===== config.mk =====
export PLATFORM = sky130hd
export DESIGN_NAME = switch_conditioner_flat
export DESIGN_NICKNAME = d
export VERILOG_FILES = /design/src/rtl/switch_conditioner_if.sv /design/src/rtl/switch_conditioner.sv /design/src/flat_wrapper.sv
export SDC_FILE = /design/constraint.sdc
export NUM_CORES = 1
export LEC_CHECK = 0
export CAP_MARGIN = 20
export CORE_MARGIN = 3
export CORE_UTILIZATION = 65
export DETAILED_ROUTE_END_ITERATION = 10
export PLACE_DENSITY_LB_ADDON = 0.12
export SLEW_MARGIN = 10
export SYNTH_ARGS = -nofsm -noshare
export SYNTH_HDL_FRONTEND = slang
export SYNTH_SLANG_ARGS = --single-unit

===== constraint.sdc =====
create_clock -name CLK -period 4.1 [get_ports CLK]
set_clock_uncertainty 0.05 [all_clocks]
set_input_delay 0.82 -clock CLK [delete_from_list [all_inputs] [get_ports CLK]]
set_output_delay 0.82 -clock CLK [all_outputs]
set_load 0.01 [all_outputs]

===== src/rtl/switch_conditioner_if.sv =====
// Switch-conditioner signal bundle: raw switch pins and frame strobe in,
// qualified switch levels and change strobe out.
interface switch_conditioner_if;
    logic [2:0] sw_raw;
    logic       frame_begin;
    logic       SW1;
    logic       SW2;
    logic       SW3;
    logic       sw_change;

    modport master (
        output sw_raw,
        output frame_begin,
        input  SW1,
        input  SW2,
        input  SW3,
        input  sw_change
    );

    modport slave (
        input  sw_raw,
        input  frame_begin,
        output SW1,
        output SW2,
        output SW3,
        output sw_change
    );
endinterface


===== src/rtl/switch_conditioner.sv =====
// Synchronises and debounces three slide switches, then releases the qualified
// levels to the pixel-colour stage on frame boundaries so a mode change never tears a frame.
module switch_conditioner #(
    parameter int DEBOUNCE_CYCLES = 62500,
    parameter int CNT_W           = 20,
    parameter int FRAME_ALIGN     = 1
) (
    input  logic                 CLK,
    input  logic                 RST_N,
    switch_conditioner_if.slave  sw_if
);

    localparam logic [CNT_W-1:0] CNT_MAX  = CNT_W'(DEBOUNCE_CYCLES - 1);
    localparam logic [CNT_W-1:0] CNT_ONE  = CNT_W'(1);
    localparam logic             ALIGN_EN = (FRAME_ALIGN != 32'sd0);

    logic [2:0]       sync1_r;
    logic [2:0]       sync2_r;
    logic [2:0]       stable_r;
    logic [2:0]       stable_nxt_s;
    logic [CNT_W-1:0] cnt_r     [3];
    logic [CNT_W-1:0] cnt_nxt_s [3];
    logic [2:0]       sw_r;
    logic [2:0]       sw_nxt_s;
    logic             change_nxt_s;
    logic             change_pend_r;
    logic             sw_change_r;

    // Two-flop synchroniser for the asynchronous switch pins.
    always_ff @(posedge CLK or negedge RST_N) begin
        if (!RST_N) begin
            sync1_r <= 3'b000;
            sync2_r <= 3'b000;
        end else begin
            sync1_r <= sw_if.sw_raw;
            sync2_r <= sync1_r;
        end
    end

    // Per-bit debounce: any disagreement must persist a full window; a bounce restarts it.
    always_comb begin
        stable_nxt_s = stable_r;
        for (int i = 0; i < 3; i++) begin
            cnt_nxt_s[i] = '0;
            if (sync2_r[i] == stable_r[i]) begin
                cnt_nxt_s[i] = '0;
            end else if (cnt_r[i] >= CNT_MAX) begin
                stable_nxt_s[i] = sync2_r[i];
                cnt_nxt_s[i]    = '0;
            end else begin
                cnt_nxt_s[i] = cnt_r[i] + CNT_ONE;
            end
        end
    end

    // Debounce state registers.
    always_ff @(posedge CLK or negedge RST_N) begin
        if (!RST_N) begin
            stable_r <= 3'b000;
            for (int i = 0; i < 3; i++) begin
                cnt_r[i] <= '0;
            end
        end else begin
            stable_r <= stable_nxt_s;
            for (int i = 0; i < 3; i++) begin
                cnt_r[i] <= cnt_nxt_s[i];
            end
        end
    end

    // Output reload uses the pre-edge stable value, so a coincident qualification waits a frame.
    always_comb begin
        if (!ALIGN_EN) begin
            sw_nxt_s = stable_r;
        end else if (sw_if.frame_begin) begin
            sw_nxt_s = stable_r;
        end else begin
            sw_nxt_s = sw_r;
        end
        change_nxt_s = (sw_nxt_s != sw_r);
    end

    // Output levels; the change strobe lands the cycle after the outputs move.
    always_ff @(posedge CLK or negedge RST_N) begin
        if (!RST_N) begin
            sw_r          <= 3'b000;
            change_pend_r <= 1'b0;
            sw_change_r   <= 1'b0;
        end else begin
            sw_r          <= sw_nxt_s;
            change_pend_r <= change_nxt_s;
            sw_change_r   <= change_pend_r;
        end
    end

    assign sw_if.SW1       = sw_r[0];
    assign sw_if.SW2       = sw_r[1];
    assign sw_if.SW3       = sw_r[2];
    assign sw_if.sw_change = sw_change_r;

endmodule


===== src/flat_wrapper.sv =====
// flat-port wrapper written by rule: the top's interface ports become plain ports
module switch_conditioner_flat 
#(
    parameter int DEBOUNCE_CYCLES = 62500,
    parameter int CNT_W           = 20,
    parameter int FRAME_ALIGN     = 1
)
  (CLK, RST_N, sw_if_sw_raw, sw_if_frame_begin, sw_if_SW1, sw_if_SW2, sw_if_SW3, sw_if_sw_change);
  switch_conditioner_if sw_if_i ();
  input  logic CLK;
  input  logic RST_N;
  input wire logic [$bits(sw_if_i.sw_raw)-1:0] sw_if_sw_raw;
  input wire logic [$bits(sw_if_i.frame_begin)-1:0] sw_if_frame_begin;
  output wire logic [$bits(sw_if_i.SW1)-1:0] sw_if_SW1;
  output wire logic [$bits(sw_if_i.SW2)-1:0] sw_if_SW2;
  output wire logic [$bits(sw_if_i.SW3)-1:0] sw_if_SW3;
  output wire logic [$bits(sw_if_i.sw_change)-1:0] sw_if_sw_change;
  assign sw_if_i.sw_raw = sw_if_sw_raw;
  assign sw_if_i.frame_begin = sw_if_frame_begin;
  assign sw_if_SW1 = sw_if_i.SW1;
  assign sw_if_SW2 = sw_if_i.SW2;
  assign sw_if_SW3 = sw_if_i.SW3;
  assign sw_if_sw_change = sw_if_i.sw_change;
  switch_conditioner #(.DEBOUNCE_CYCLES(DEBOUNCE_CYCLES), .CNT_W(CNT_W), .FRAME_ALIGN(FRAME_ALIGN)) u_core (.CLK(CLK), .RST_N(RST_N), .sw_if(sw_if_i));
endmodule

==> results.md, run 1 <==
* Status: complete, no violations
* Reg2reg start: u_core.cnt_r[0]
* DRT Pass-1 Iters at 4
* Syn_area_per_cell at 11.1 µm²
* Tmin final at 2.17 ns
* DR vias at 2117
* Leak at 0.00140 µW
* Compound-Gate Fraction of Synth Area at 0.0469
* F_max at 0.461 GHz
* CTS tree: done
* Largest family of logic cells by synthesized area: simple AND/OR/NAND/NOR gates
* Crit path launch type: flop
* Netlist cell types at 35
* Setup crit end kind: output pin
* Worst reg2reg endpoint: u_core.cnt_r[13]
* Met3 Use GR at 0.0544
* Drt drc at 0
* Total wire length at 5160 µm
* Fill cell count at 356
* Yosys top cell area share at 0.573
* Area of the core at 4750 µm²
* Rows at 25
* Max H-tree Level at 3
* Die W at 76.5 µm
* Worst-Margin Slew at 0.941 ns
* Largest area contributor in the netlist: dfrtp_1
* Post-CTS resize count at 0
* Register bit count reported by yosys at 74
* Wire per inst at 13.1 µm
* Origin of the worst min-delay path: u_core.sync1_r[2]
* Reg-to-reg setup timing slack at 1.97 ns
* Hold worst-path end: u_core.sync2_r[2]
* Pwr dens at 375 nW/µm²
* Seq/Total Area, Yosys at 0.573
* Bufs on Longest Clock Path at 2
* DIE HEIGHT at 76.5 µm
* Crit path max-delay family: buffers and inverters
* Worst path cell trace: clkdlybuf4s50_1
* Post-route clock period utilization at 0.529
* Slowest Stage Delay on Critical Path at 0.56 ns
* Setup TNS at 0 ns
* Layout cells sized above 1 at 0.122
* First-pass GRT wire length at 9380 µm
* Initial cell density of the core at 0.679
* Post-place setup slack at 1.79 ns
* Clock latency at the later pin of the worst-skew pair at 0.34 ns
* Vias per cell at 5.36
* Synth warn at 0
* Gr ovfl total at 0
* Post-route cell area at 3650 µm²
* Clk sinks at 74
* # setup viols final at 0
* CP max-delay cell: clkdlybuf4s50_1
* Setup Fix Bufs, Post-CTS at 0
* Hold Vio Cnt, Final at 0
* Worst Reg-to-Reg Cells at 5
* Met1 usage at 0.271
* Grt met2 use at 0.317
* Tot Pwr at 1370 µW
* Max rail drop VDD at 0.316 mV
* Die Area at 5850 µm²
* Largest net degree at the start of global routing at 37
* Cell Area, Synth at 3230 µm²
* CTS root buffer: clkbuf_8
* Detailed placement HPWL at 3450 µm
* Max cap viols at 0
* CTS Hold Bufs at 0
* Total CTS buffers at 9
* Synth Area in Simple Gates at 0.201
* Rel. slew slack at 0.371
* Final worst slack at 1.93 ns
* Top Ports at 10
* Fin. max-slew vios at 0
* RSZ-0062 raised after global routing: no
* Worst Path Buf+Inv at 1
* Vias in the first global route at 2102
* Initial antenna violation count at 0
* Multiplexer area fraction after synthesis at 0.0209
* Critical Path RT at 3.23 ns
* CP Max Fanout at 3
* Syn-to-layout area delta at 12.9%
* Crit path DAT at 1.30 ns
* # diodes at 0
* Most Crowded Layer GR: met2
* CTS clock-pin slew for the worst setup and hold paths at 0.08 ns
* Top post-synthesis cells by area: dfrtp_1 (57%), xnor2_1 (8.9%), nor2_1 (5.3%)
* Post-route ant nets at 0
* Post-Synth XOR/XNOR Area at 0.122
* Initial DRC count at 161
* # port buffers at 9
* Hold crit path type: flop to flop
* Final net count at 332
* Placed inst area at 3440 µm²
* Placer Congestion at 0.812
* Synth Area in Adders at 0.0116
* Setup CP Type: flop to output pin
* Hold Path Depth at 0
* Synth Instances at 292
* Tot GR Track Use at 0.207
stage by stage:
step	hold WS, ns	instances	utilization
floorplan	0.281	303	-
finish	0.301	395	0.767
detailed placement	0.285	378	0.723
CTS	0.304	394	0.766
global route	0.318	395	0.767
global placement	0.283	377	0.721
placed cells by master, fill, tap and decap left out, types with 11 or more instances in the layout:
cell     netlist  final
nand3_1       18     18
conb_1         1     12
nand2_1       12     12
nor4_1        11     11
xor2_1        12     12
nor2_1        46     46
nor3_1        11     11
dfrtp_1       74     74
xnor2_1       33     33
inv_1         13     13
cell type report:
| type | count | area (µm²) | area share |
|---|---|---|---|
| tap | 67 | 83.8 | 0.0230 |
| multi-input combinational | 212 | 1350 | 0.369 |
| sequential | 74 | 1850 | 0.508 |
| inverter | 13 | 48.8 | 0.0134 |
| clock inverter | 6 | 65.1 | 0.0178 |
| timing repair buffer | 13 | 115 | 0.0316 |
| clock buffer | 10 | 138 | 0.0377 |
worst register-to-register path: stages (launching register included):
cell and delay [ns]:
dfrtp_1 0.41, ha_1 0.26, or4_1 0.43, a211oi_2 0.36, o311ai_4 0.33, a21oi_1 0.21
per-layer routing:
metal	vias up	routed length [µm]
met4	0	119
met1	1021	2390
met2	35	2470
met3	11	173
li1	1050	-
met5	-	0
sequential cells by signal, summed over array words and instances, names as in the netlist:
signal                  flops
u_core.sw_if.sw_change      1
u_core.cnt_r               60
u_core.stable_r             3
u_core.change_pend_r        1
u_core.sync2_r              3
u_core.sw_r                 3
u_core.sync1_r              3
how the worst max path moves through the flow:
stage	start	end	cells past startpoint
2_1_floorplan	u_core.cnt_r[0]	u_core.stable_r[2]	5
3_3_place_gp	u_core.cnt_r[20]	u_core.cnt_r[33]	5
3_5_place_dp	u_core.cnt_r[40]	u_core.cnt_r[43]	5
4_1_cts	u_core.cnt_r[40]	u_core.cnt_r[49]	5
5_1_grt	u_core.cnt_r[0]	u_core.cnt_r[13]	5
6_report	u_core.sw_r[2]	sw_if_SW3	1
where the power goes:
part           leakage, µW  switching (µW)  internal, µW
clock             0.000103             262           298
combinational     0.000325            28.7          22.8
sequential        0.000974            11.2           746
total              0.00140             302          1070
logic make-up (layout without fill, tap and decap cells):
family	count (synthesis)	in the layout
buf+inv	17	42
compound gates	19	19
mux	6	6
xor+xnor	45	45
other cells	1	12
simple gates	127	127
fa+ha+maj	3	3
flops	74	74
cells in the mapped netlist (all sizes together):
library cell  number
a211oi             1
a21oi              3
a31o               1
a31oi              2
and3               2
buf                4
conb               1
dfrtp             74
ha                 3
inv               13
mux2               6
nand2             12
nand3             18
nand4              8
nor2              56
nor3              11
nor4              12
o211ai             2
o21ai              5
o311a              2
o311ai             1
o31a               1
o31ai              1
or3                3
or4                5
xnor2             33
xor2              12
Note: power is estimated with default switching activity, not from simulation.
==> inputs of run 2 (changes only) <==
--- a/config.mk
+++ b/config.mk
@@ -7,7 +7,7 @@
 export LEC_CHECK = 0
 export CAP_MARGIN = 20
 export CORE_MARGIN = 3
-export CORE_UTILIZATION = 65
+export CORE_UTILIZATION = 60
 export DETAILED_ROUTE_END_ITERATION = 10
 export PLACE_DENSITY_LB_ADDON = 0.12
 export SLEW_MARGIN = 10
==> constraint.sdc (replaced) <==
create_clock -name CLK -period 2 [get_ports CLK]
set_clock_uncertainty 0.05 [all_clocks]
set_input_delay 0.4 -clock CLK [delete_from_list [all_inputs] [get_ports CLK]]
set_output_delay 0.4 -clock CLK [all_outputs]
set_load 0.01 [all_outputs]
==> results.md, run 2 (synthesis gave the netlist of run 1 again) <==
* Status: complete, no violations (unchanged)
* Int Power at 2320 µW (was 1070 µW)
* CTS clock-pin slew for the worst setup and hold paths at 0.08 ns (about the same)
* Post-route ant nets at 0 (unchanged)
* Clock latency at the later pin of the worst-skew pair at 0.34 ns (about the same)
* Placed inst area at 3560 µm² (was 3440 µm²)
* CP Max Fanout at 8 (was 3)
* Max reg flops at 60 (unchanged)
* Max rail drop VDD at 0.534 mV (was 0.316 mV)
* RSZ-0062 raised after global routing: yes (was no)
* DIE HEIGHT at 79.4 µm (was 76.5 µm)
* Fin. max-slew vios at 0 (unchanged)
* Crit path DAT at 2.16 ns (was 1.30 ns)
* Placer Congestion at 0.849 (was 0.812)
* NetSw at 629 µW (was 302 µW)
* DR vias at 2201 (was 2117)
* Total wire length at 5740 µm (was 5160 µm)
* Drt drc at 0 (unchanged)
* Non-Filler Instances at 410 (was 395)
* Hold Vio Cnt, Final at 0 (unchanged)
* # port buffers at 9 (unchanged)
* Layout cells sized above 1 at 0.162 (was 0.122)
* Switching part of the total at 0.213 (was 0.220)
* Initial DRC count at 106 (was 161)
* Max cap viols at 0 (unchanged)
* Largest register by flop count: u_core.cnt_r (unchanged)
* Fraction of power consumed by the clock network at 0.435 (was 0.409)
* Tot GR Track Use at 0.208 (was 0.207)
* Leak at 0.00148 µW (was 0.00140 µW)
* Post-place setup slack at -0.0377 ns (was 1.79 ns)
* Syn-to-layout area delta at 18.4% (was 12.9%)
* Tmin final at 1.94 ns
* Total CTS buffers at 9 (unchanged)
* First-pass GRT wire length at 10100 µm (was 9380 µm)
* Comb power frac at 0.039 (was 0.038)
* Worst Reg-to-Reg Cells at 6 (was 5)
* CTS Hold Bufs at 0 (unchanged)
* Detailed placement HPWL at 3810 µm (was 3450 µm)
* Reg-to-reg setup timing slack at 0.06 ns (was 1.97 ns)
* CTS root buffer: clkbuf_8 (unchanged)
* Worst reg2reg endpoint: u_core.cnt_r[3] (was u_core.cnt_r[13])
* Post-route clock period utilization at 0.968
* Most frequent cells in the layout: dfrtp_1 (74), nor2_1 (45), xnor2_1 (33) (was dfrtp_1 (74), nor2_1 (46), xnor2_1 (33))
* Bufs on Longest Clock Path at 2 (unchanged)
* F_max at 0.517 GHz
* Seq pwr share at 0.526 (was 0.553)
* Fin Hold WS at 0.0115 ns (was 0.301 ns)
* Final worst slack at 0.0650 ns (was 1.93 ns)
* Initial cell density of the core at 0.625 (was 0.679)
* Clk sinks at 74 (unchanged)
* Die W at 79.4 µm (was 76.5 µm)
* Setup CP Type: flop to flop (was flop to output pin)
* Placed Cells at 393 (was 378)
* Vias per cell at 5.37 (was 5.36)
* Initial antenna violation count at 0 (unchanged)
* Wire per inst at 14.0 µm (was 13.1 µm)
* Max H-tree Level at 3 (unchanged)
* Vias in the first global route at 2190 (was 2102)
* Rows at 26 (was 25)
* Post-route cell area at 3830 µm² (was 3650 µm²)
* Hold crit path type: input port to async pin (was flop to flop)
* Die Area at 6300 µm² (was 5850 µm²)
* Top Ports at 10 (unchanged)
* Tot Pwr at 2950 µW (was 1370 µW)
* DRT Pass-1 Iters at 5 (was 4)
* Gr ovfl total at 0 (unchanged)
* Crit path launch type: flop (unchanged)
* Commonest non-fill, non-tap cell in the layout: dfrtp_1 (unchanged)
* CTS tree: done (unchanged)
* Setup Fix Bufs, Post-CTS at 0 (unchanged)
* Largest net degree at the start of global routing at 75 (was 37)
* Setup crit end kind: flop (was output pin)
* Area of the core at 5170 µm² (was 4750 µm²)
* # diodes at 0 (unchanged)
* Reg2reg start: u_core.cnt_r[0] (unchanged)
* Final net count at 344 (was 332)
* Pwr dens at 771 nW/µm² (was 375 nW/µm²)
* Critical Path RT at 2.23 ns (was 3.23 ns)
* # setup viols final at 0 (unchanged)
==> run 2: what timing repair did <==
item / 4_1_cts / 5_1_grt
pin swaps: 1 / 3
hold endpoints to repair: 0 / 0
gates resized for setup: 1 / 5
gates cloned: 0 / 1
endpoints found under the setup margin: 1 / 4
==> run 2: through the flow <==
step / TNS [ns] / util
after floorplan: 0 / -
after global placement: 0 / 0.687
after detailed placement: -0.0377 / 0.687
after CTS: 0 / 0.731
after global routing: -0.00169 / 0.740
final: 0 / 0.740
==> run 2: power by group through the flow <==
stage / sequential, µW / clock [µW] / combinational (µW)
3_5_place_dp: 1580 / 0 / 114
3_3_place_gp: 1580 / 0 / 112
2_1_floorplan: 1580 / 0 / 37.8
6_report: 1550 / 1280 / 114
4_1_cts: 1550 / 1300 / 115
5_1_grt: 1560 / 1370 / 128
==> run 2: worst max path at each step <==
| stage | startpoint | endpoint | slack [ns] | cells past startpoint |
|---|---|---|---|---|
| 6_report | u_core.cnt_r[0] | u_core.cnt_r[3] | 0.06 | 6 |
| 3_5_place_dp | u_core.cnt_r[0] | u_core.stable_r[2] | -0.04 | 5 |
| 3_3_place_gp | u_core.cnt_r[0] | u_core.stable_r[2] | 0.03 | 5 |
| 4_1_cts | u_core.cnt_r[0] | u_core.stable_r[2] | 0.003 | 5 |
| 2_1_floorplan | u_core.cnt_r[0] | u_core.stable_r[2] | 0.02 | 5 |
| 5_1_grt | u_core.cnt_r[1] | u_core.cnt_r[12] | -0.002 | 6 |
==> run 2: cell type report <==
cell class                      instances  area [µm²]
Tap cell                               70        87.6
Clock inverter                          4        75.1
Sequential cell                        74        1850
Fill cell                             369        1350
Multi-Input combinational cell        212        1370
Inverter                               13        48.8
Timing Repair Buffer                   25         248
Clock buffer                           12         145
==> run 2: per-layer routing <==
layer  vias up  routed length [µm]  track usage
met3         9                 187       0.0418
met5         -                   0            0
met4         0                  97       0.0979
met2        39                2850        0.334
li1       1072                   -            -
met1      1081                2600        0.272
==> run 2: critical path, cell delays in order, from the launching register on <==
cell and delay (ns):
dfrtp_1 0.39, ha_2 0.19, or4_4 0.43, a211oi_4 0.33, o311ai_4 0.17, clkbuf_16 0.21
nor2_1 0.09
